[src/rtl/cpu_controller.sv]
`default_nettype none
// ============================================================================
//  Module   : cpu_controller
//  Brief    : Multicycle Moore control FSM for the register-file / shifter /
//             16-bit ALU datapath (MOV imm, MOV reg, ADD, CMP, AND, MVN).
//  Revision : 1.0
// ============================================================================

module cpu_controller (
    input  logic       clk,
    input  logic       rst_n,
    input  logic       s,
    input  logic [2:0] opcode,
    input  logic [1:0] op,
    output logic       w,
    output logic [2:0] nsel,
    output logic [1:0] vsel,
    output logic       asel,
    output logic       bsel,
    output logic       loada,
    output logic       loadb,
    output logic       loadc,
    output logic       loads,
    output logic       write,
    output logic [1:0] alu_op
);

    localparam logic [2:0] c_S_WAIT      = 3'd0;
    localparam logic [2:0] c_S_DECODE    = 3'd1;
    localparam logic [2:0] c_S_WRITE_IMM = 3'd2;
    localparam logic [2:0] c_S_GET_A     = 3'd3;
    localparam logic [2:0] c_S_GET_B     = 3'd4;
    localparam logic [2:0] c_S_COMPUTE   = 3'd5;
    localparam logic [2:0] c_S_WRITE_REG = 3'd6;

    localparam logic [2:0] c_OPC_MOVE = 3'b110;
    localparam logic [2:0] c_OPC_ALU  = 3'b101;

    localparam logic [2:0] c_NSEL_NONE = 3'b000;
    localparam logic [2:0] c_NSEL_RN   = 3'b001;
    localparam logic [2:0] c_NSEL_RD   = 3'b010;
    localparam logic [2:0] c_NSEL_RM   = 3'b100;

    localparam logic [1:0] c_VSEL_C    = 2'b00;
    localparam logic [1:0] c_VSEL_IMM  = 2'b10;

    localparam logic [1:0] c_ALU_ADD   = 2'b00;

    logic [2:0] r_state;
    logic [2:0] w_state_next;
    logic [2:0] r_opcode;
    logic [1:0] r_op;

    logic       w_is_mov_imm;
    logic       w_is_mov_reg;
    logic       w_is_mvn;
    logic       w_is_cmp;
    logic       w_is_two_operand;
    logic       w_zero_a;

    // Instruction-class decode always works from the captured copy.
    assign w_is_mov_imm     = (r_opcode == c_OPC_MOVE) && (r_op == 2'b10);
    assign w_is_mov_reg     = (r_opcode == c_OPC_MOVE) && (r_op == 2'b00);
    assign w_is_mvn         = (r_opcode == c_OPC_ALU)  && (r_op == 2'b11);
    assign w_is_cmp         = (r_opcode == c_OPC_ALU)  && (r_op == 2'b01);
    assign w_is_two_operand = (r_opcode == c_OPC_ALU)  && (r_op != 2'b11);
    assign w_zero_a         = w_is_mov_reg || w_is_mvn;

    always_ff @(posedge clk or negedge rst_n) begin
        if (!rst_n) begin
            r_state  <= c_S_WAIT;
            r_opcode <= 3'b000;
            r_op     <= 2'b00;
        end else begin
            r_state <= w_state_next;
            if ((r_state == c_S_WAIT) && s) begin
                r_opcode <= opcode;
                r_op     <= op;
            end
        end
    end

    always_comb begin
        w_state_next = r_state;
        case (r_state)
            c_S_WAIT: begin
                if (s) begin
                    w_state_next = c_S_DECODE;
                end
            end
            c_S_DECODE: begin
                if (w_is_mov_imm) begin
                    w_state_next = c_S_WRITE_IMM;
                end else if (w_is_mov_reg || w_is_mvn) begin
                    w_state_next = c_S_GET_B;
                end else if (w_is_two_operand) begin
                    w_state_next = c_S_GET_A;
                end else begin
                    w_state_next = c_S_WAIT;
                end
            end
            c_S_WRITE_IMM: w_state_next = c_S_WAIT;
            c_S_GET_A:     w_state_next = c_S_GET_B;
            c_S_GET_B:     w_state_next = c_S_COMPUTE;
            c_S_COMPUTE: begin
                if (w_is_cmp) begin
                    w_state_next = c_S_WAIT;
                end else begin
                    w_state_next = c_S_WRITE_REG;
                end
            end
            c_S_WRITE_REG: w_state_next = c_S_WAIT;
            default:       w_state_next = c_S_WAIT;
        endcase
    end

    // Moore outputs: a function of state and the captured instruction only.
    always_comb begin
        w      = 1'b0;
        nsel   = c_NSEL_NONE;
        vsel   = c_VSEL_C;
        asel   = 1'b0;
        bsel   = 1'b0;
        loada  = 1'b0;
        loadb  = 1'b0;
        loadc  = 1'b0;
        loads  = 1'b0;
        write  = 1'b0;
        alu_op = c_ALU_ADD;
        case (r_state)
            c_S_WAIT: begin
                w = 1'b1;
            end
            c_S_WRITE_IMM: begin
                nsel  = c_NSEL_RN;
                vsel  = c_VSEL_IMM;
                write = 1'b1;
            end
            c_S_GET_A: begin
                nsel  = c_NSEL_RN;
                loada = 1'b1;
            end
            c_S_GET_B: begin
                nsel  = c_NSEL_RM;
                loadb = 1'b1;
            end
            c_S_COMPUTE: begin
                asel   = w_zero_a;
                alu_op = w_is_mov_reg ? c_ALU_ADD : r_op;
                loads  = w_is_cmp;
                loadc  = !w_is_cmp;
            end
            c_S_WRITE_REG: begin
                nsel  = c_NSEL_RD;
                vsel  = c_VSEL_C;
                write = 1'b1;
            end
            default: begin
                w = 1'b0;
            end
        endcase
    end

endmodule

`default_nettype wire

[config.mk]
export PLATFORM = sky130hd
export DESIGN_NAME = cpu_controller
export DESIGN_NICKNAME = d
export VERILOG_FILES = /design/src/rtl/cpu_controller.sv
export SDC_FILE = /design/constraint.sdc
export NUM_CORES = 1
export LEC_CHECK = 0
export ABC_AREA = 1
export CAP_MARGIN = 20
export CORE_MARGIN = 10
export CORE_UTILIZATION = 36
export DETAILED_ROUTE_END_ITERATION = 8
export PLACE_DENSITY = 0.71
export SLEW_MARGIN = 0
export SYNTH_ARGS = -nofsm -noshare
export SYNTH_HDL_FRONTEND = slang
export SYNTH_SLANG_ARGS = --single-unit
[constraint.sdc]
create_clock -name clk -period 0.98 [get_ports clk]
set_input_delay 0.098 -clock clk [delete_from_list [all_inputs] [get_ports clk]]
set_output_delay 0.098 -clock clk [all_outputs]
set_load 0.005 [all_outputs]
Yosys cells after proc, flatten, opt, wreduce, memory -nomap -nowiden

Cells that the tools add are included.

Reduce and logical (&&, ||, !) cells: 12
Equality and inequality tests: 13
Muxes and demuxes: 17

Operator list:

| kind                                           | count |
|---|---|
| == test 3 bit (second input constant)          | 5 |
| one-hot mux 3 bit (5 select lines)             | 1 |
| two-way mux 3 bit                              | 4 |
| one-hot mux 3 bit (3 select lines)             | 1 |
| two-way mux 2 bit                              | 4 |
| two-way mux 1 bit                              | 7 |
| == test 3 x 2 -> 1 bit (second input constant) | 2 |
| logical AND 1 bit                              | 6 |
| == test 2 bit (second input constant)          | 2 |
| inequality test 2 bit (second input constant)  | 2 |
| OR reduction 2 bit                             | 2 |
| == test 3 x 1 -> 1 bit (second input constant) | 1 |
| zero test 3 bit                                | 1 |
| == test 2 x 1 -> 1 bit (second input constant) | 1 |
| zero test 2 bit                                | 1 |
| zero test 1 bit                                | 1 |
| logical OR 1 bit                               | 1 |

Word-level logic and storage cells: 45
Output and inout port bits: 15
Register bits after elaboration: 8

Depth between registers and ports, before layout

Depth in word-level cells: 6
Mapped depth: 6

Worst setup path before layout

OpenSTA, ideal clock, no wires.

Path type: register -> register
From: register r_state[1]
To: register r_op[0]
Library setup time: 117 ps
Data arrival time: 879 ps
Slack: -16 ps
Clock period less this slack: 996 ps
Cell stages (with the launch flop): 7
Cell sequence: dfrtp_1 > nor2_2 > inv_2 > nor2_8 > nand2_4 > nand2_1 > nand2_1

Cells in the longest elaborated chain, start to end: 2

Ends and longest elaborated chain:

| item                     | line | RTL |
|---|---|---|
| start: declaration       | 49   | `logic [2:0] r_state;` |
| start signal: assignment | 71   | `r_state <= c_S_WAIT;` |
| start signal: assignment | 75   | `r_state <= w_state_next;` |
| zero test 3 bit          | 76   | `if ((r_state == c_S_WAIT) && s) begin` |
| logical AND 1 bit        | 76   |  |
| end signal: assignment   | 78   | `r_op <= op;` |
| end: declaration         | 52   | `logic [1:0] r_op;` |

No other way between the ends.
A chain may end at the register's enable or synchronous reset.

Final worst setup path

From: register r_opcode[1]
To: output port asel

Cells in the longest elaborated chain, start to end: 4
Elaborated cells on any way between the ends: 6

Ends and longest elaborated chain:

| item                                        | line   | RTL |
|---|---|---|
| start: declaration                          | 51     | `logic [2:0] r_opcode;` |
| start signal: assignment                    | 77     | `r_opcode <= opcode;` |
| == test 3 bit, on equally long branches     | 63, 64 |  |
| logical AND 1 bit, on equally long branches | 63, 64 |  |
| logical OR 1 bit *                          | 67     | `assign w_zero_a = w_is_mov_reg \|\| w_is_mvn;` |
| two-way mux 1 bit *                         | 130    | `case (r_state)` |
| end: declaration                            | 18     | `output logic asel,` |

Mark *: on every way between the ends. The rest lies on a longest branch, timed or not.

==> results_dict.tcl <==
set metrics [dict create \
    ios 23 \
    port_buffers 20 \
    ys.flop_type "dfrtp_1" \
    dieArea_um2 3470 \
    rsz0062_at_grt "true" \
    cp_cell_sequence "nand2_1, nor2_1, nand2_1, a21oi_2, buf_2" \
    dp_hpwl_um 1150 \
    critPathMaxStageDelay_ns 0.43 \
    avgSynthCellArea_um2 6.72 \
    ys_warn_count 0 \
    internal_power_w 0.00172 \
    antenna_found_initial 0 \
    clock_skew_ns 0.00707 \
    die_height_um 58.9 \
    cts.sinks 8 \
    cpMostUsedCell "nand2_1" \
    period_share_pct 139 \
    drc 0 \
    fmax_mhz 732 \
    cap_violations 0 \
    setup_viol 21 \
    rrSetupSlack_ns -0.28 \
    reg2reg_depth 8 \
    layout-drive-gt1-share_pct 56.7 \
    yosys-top-cells-count "nand2_1 (28), nor2_1 (12), dfrtp_1 (8), inv_1 (8), nand3_1 (7)" \
    seqPwrFrac_pct 22.4 \
    yosysSeqAreaShare_pct 36.8 \
    p_leak_nw 0.569 \
    worstSetupEndpointType "primary output" \
    slew_violations 0 \
    groute.usage.overall_pct 10.7 \
    status "complete, but fails checks" \
    wl_per_cell_um 12.7 \
    synth_area_leaders "dfrtp_1 (37%), nand2_1 (19%), nor2_1 (8.3%), nand3_1 (6.4%), inv_1 (5.5%)" \
    ant_nets 0 \
    worstSkewPairLatency_ns 0.27 \
    clock_path_buffers 2 \
    syn_inst 81 \
    rows 13 \
    reg2reg_from "r_state[1]" \
    grt_pass1_wl_um 2850 \
    final_hold_viol_count 0 \
    slowest_stage "dfrtp_1" \
    cts_buffers 3 \
    cp-start-kind "register" \
    whs_ns 0.120 \
    htree_levels 1 \
    avgViaCountPerCell 4.77 \
    syn_area_um2 544 \
    die_w_um 58.9 \
    yosys.cell_types.count 16 \
    netlist.area_leader.share_pct 36.8 \
    overflow 0 \
    irDropWorstVdd_mv 1.80 \
    cp-startpoint "r_opcode[1]" \
    hp-class "input port to asynchronous set/reset pin" \
    syn_to_final_growth_pct 89.2 \
    path_max_fanout 3 \
    cts_root_buf "clkbuf_4" \
    switching_power_w 0.00132 \
    nFillCells 99 \
    pwr-share-clk_pct 8.7 \
    violations "negative setup slack" \
    cts_hold_buf 0 \
    drt-pass1-iter-count 4 \
    drt_iter0_drc 10 \
    pwr-share-comb_pct 68.9 \
    wl_um 1810 \
    cts_tree "yes" \
    core_um2 1370 \
    grt_pass1_vias 637 \
    path_class "register to primary output" \
    placed_cell_area_um2 838 \
    initial_core_util_pct 39.8 \
    globalplace.congestion 0.834 \
    r2r-end "r_opcode[2]" \
    clk_pin_slew_worst_paths_ns 0.06 \
    nets 137 \
    yosys.cell_count.top_type "nand2_1" \
    min_period_ns 1.37 \
    synth_async_sr_flop_share_pct 100 \
    swShare_pct 43.5 \
    p_per_area_nw_per_um2 2960 \
    arrival_ns 1.27 \
    synth_edf_count 0 \
    vias 678 \
    grt_max_degree 9 \
    yosysTopAreaCell "dfrtp_1" \
    critPathRequiredTime_ns 0.88 \
    antenna_cells 0 \
    setup_slack_ns -0.387 \
    critPathCapture "asel" \
    ys_seq_elements 8 \
    final_area_um2 1030 \
]
==> flip-flops by register name, summed over array words and instances (netlist names) <==
signal and count:
r_op 2, r_opcode 3, r_state 3
==> worst min path at each step <==
stage / end / from / depth (start not counted)
global route: r_opcode[1] / rst_n / 1
floorplan: r_op[0] / rst_n / 0
global placement: r_op[0] / rst_n / 1
detailed placement: r_op[0] / rst_n / 1
CTS: r_op[0] / rst_n / 1
finish: r_op[0] / rst_n / 1
==> metal layers <==
metal  vias to the layer above  routed length, um  share of wire [%]  track usage, %
li1                        335                  -                  -               -
met1                       308                669                 37            9.89
met2                        29                959                 53            18.9
met3                         6                147                8.1            4.29
met4                         0                 32                1.8            6.56
met5                         -                  0                  0               0
==> worst max-delay path, delay by kind of cell (launching register included) <==
| family | cells | cell delay (ns) |
|---|---|---|
| flip-flops | 1 | 0.43 |
| AND/OR/NAND/NOR | 3 | 0.33 |
| AO/OA/AOI/OAI | 1 | 0.13 |
| buffers and inverters | 1 | 0.12 |
==> metrics by stage <==
| stage | total power, W | util [%] | instances | worst slack [ns] | TNS (ns) |
|---|---|---|---|---|---|
| CTS | 0.00275 | 69.3 | 141 | -0.396 | -5.91 |
| finish | 0.00305 | 75.4 | 142 | -0.387 | -6.01 |
| global placement | 0.00216 | 61.4 | 127 | -0.415 | -5.91 |
| global route | 0.00329 | 75.4 | 142 | -0.485 | -7.53 |
| detailed placement | 0.00220 | 61.4 | 127 | -0.445 | -6.32 |
| floorplan | 0.00143 | - | 82 | -0.0157 | -0.0753 |
==> cells by family (layout without fill, tap and decap cells) <==
family | Yosys count | count (layout) | synth area share, %
AOI/OAI and AO/OA | 4 | 4 | 3.68
and+or+nand+nor | 53 | 53 | 45.1
buffers and inverters | 15 | 60 | 13.8
other | 1 | 2 | 0.689
DFF | 8 | 8 | 36.8
==> power groups by stage <==
stage | Sequential, W | Combinational, W | Clock [W]
CTS | 0.000659 | 0.00182 | 0.000275
global route | 0.000697 | 0.00230 | 0.000291
global placement | 0.000627 | 0.00154 | 0
floorplan | 0.000614 | 0.000820 | 0
finish | 0.000682 | 0.00210 | 0.000265
detailed placement | 0.000638 | 0.00156 | 0
==> what timing repair did <==
item,CTS,global route
gates resized for setup,67,21
buffers inserted,12,3
pin swaps,9,8
endpoints found under the setup margin,21,21
==> placed cells by master, fill, tap and decap left out, drive strengths merged <==
cell type / netlist / routed
nor3: 1 / 1
nand3: 7 / 7
nand2: 29 / 29
clkdlybuf4s50: 0 / 7
dfrtp: 8 / 8
inv: 11 / 11
conb: 1 / 2
clkdlybuf4s15: 0 / 2
a21oi: 3 / 3
clkbuf: 0 / 3
nor2: 16 / 16
o21ai: 1 / 1
buf: 4 / 37
==> final cells by class <==
type / count / area [um^2] / share of cell area [%]
well taps: 15 / 18.8 / 1.82
flip-flops and latches: 8 / 201 / 19.6
inverters: 11 / 43.8 / 4.25
clock buffers: 3 / 22.5 / 2.19
multi-input cells: 59 / 352 / 34.1
repair buffers: 46 / 392 / 38.0
(Power assumes the default switching activity.)
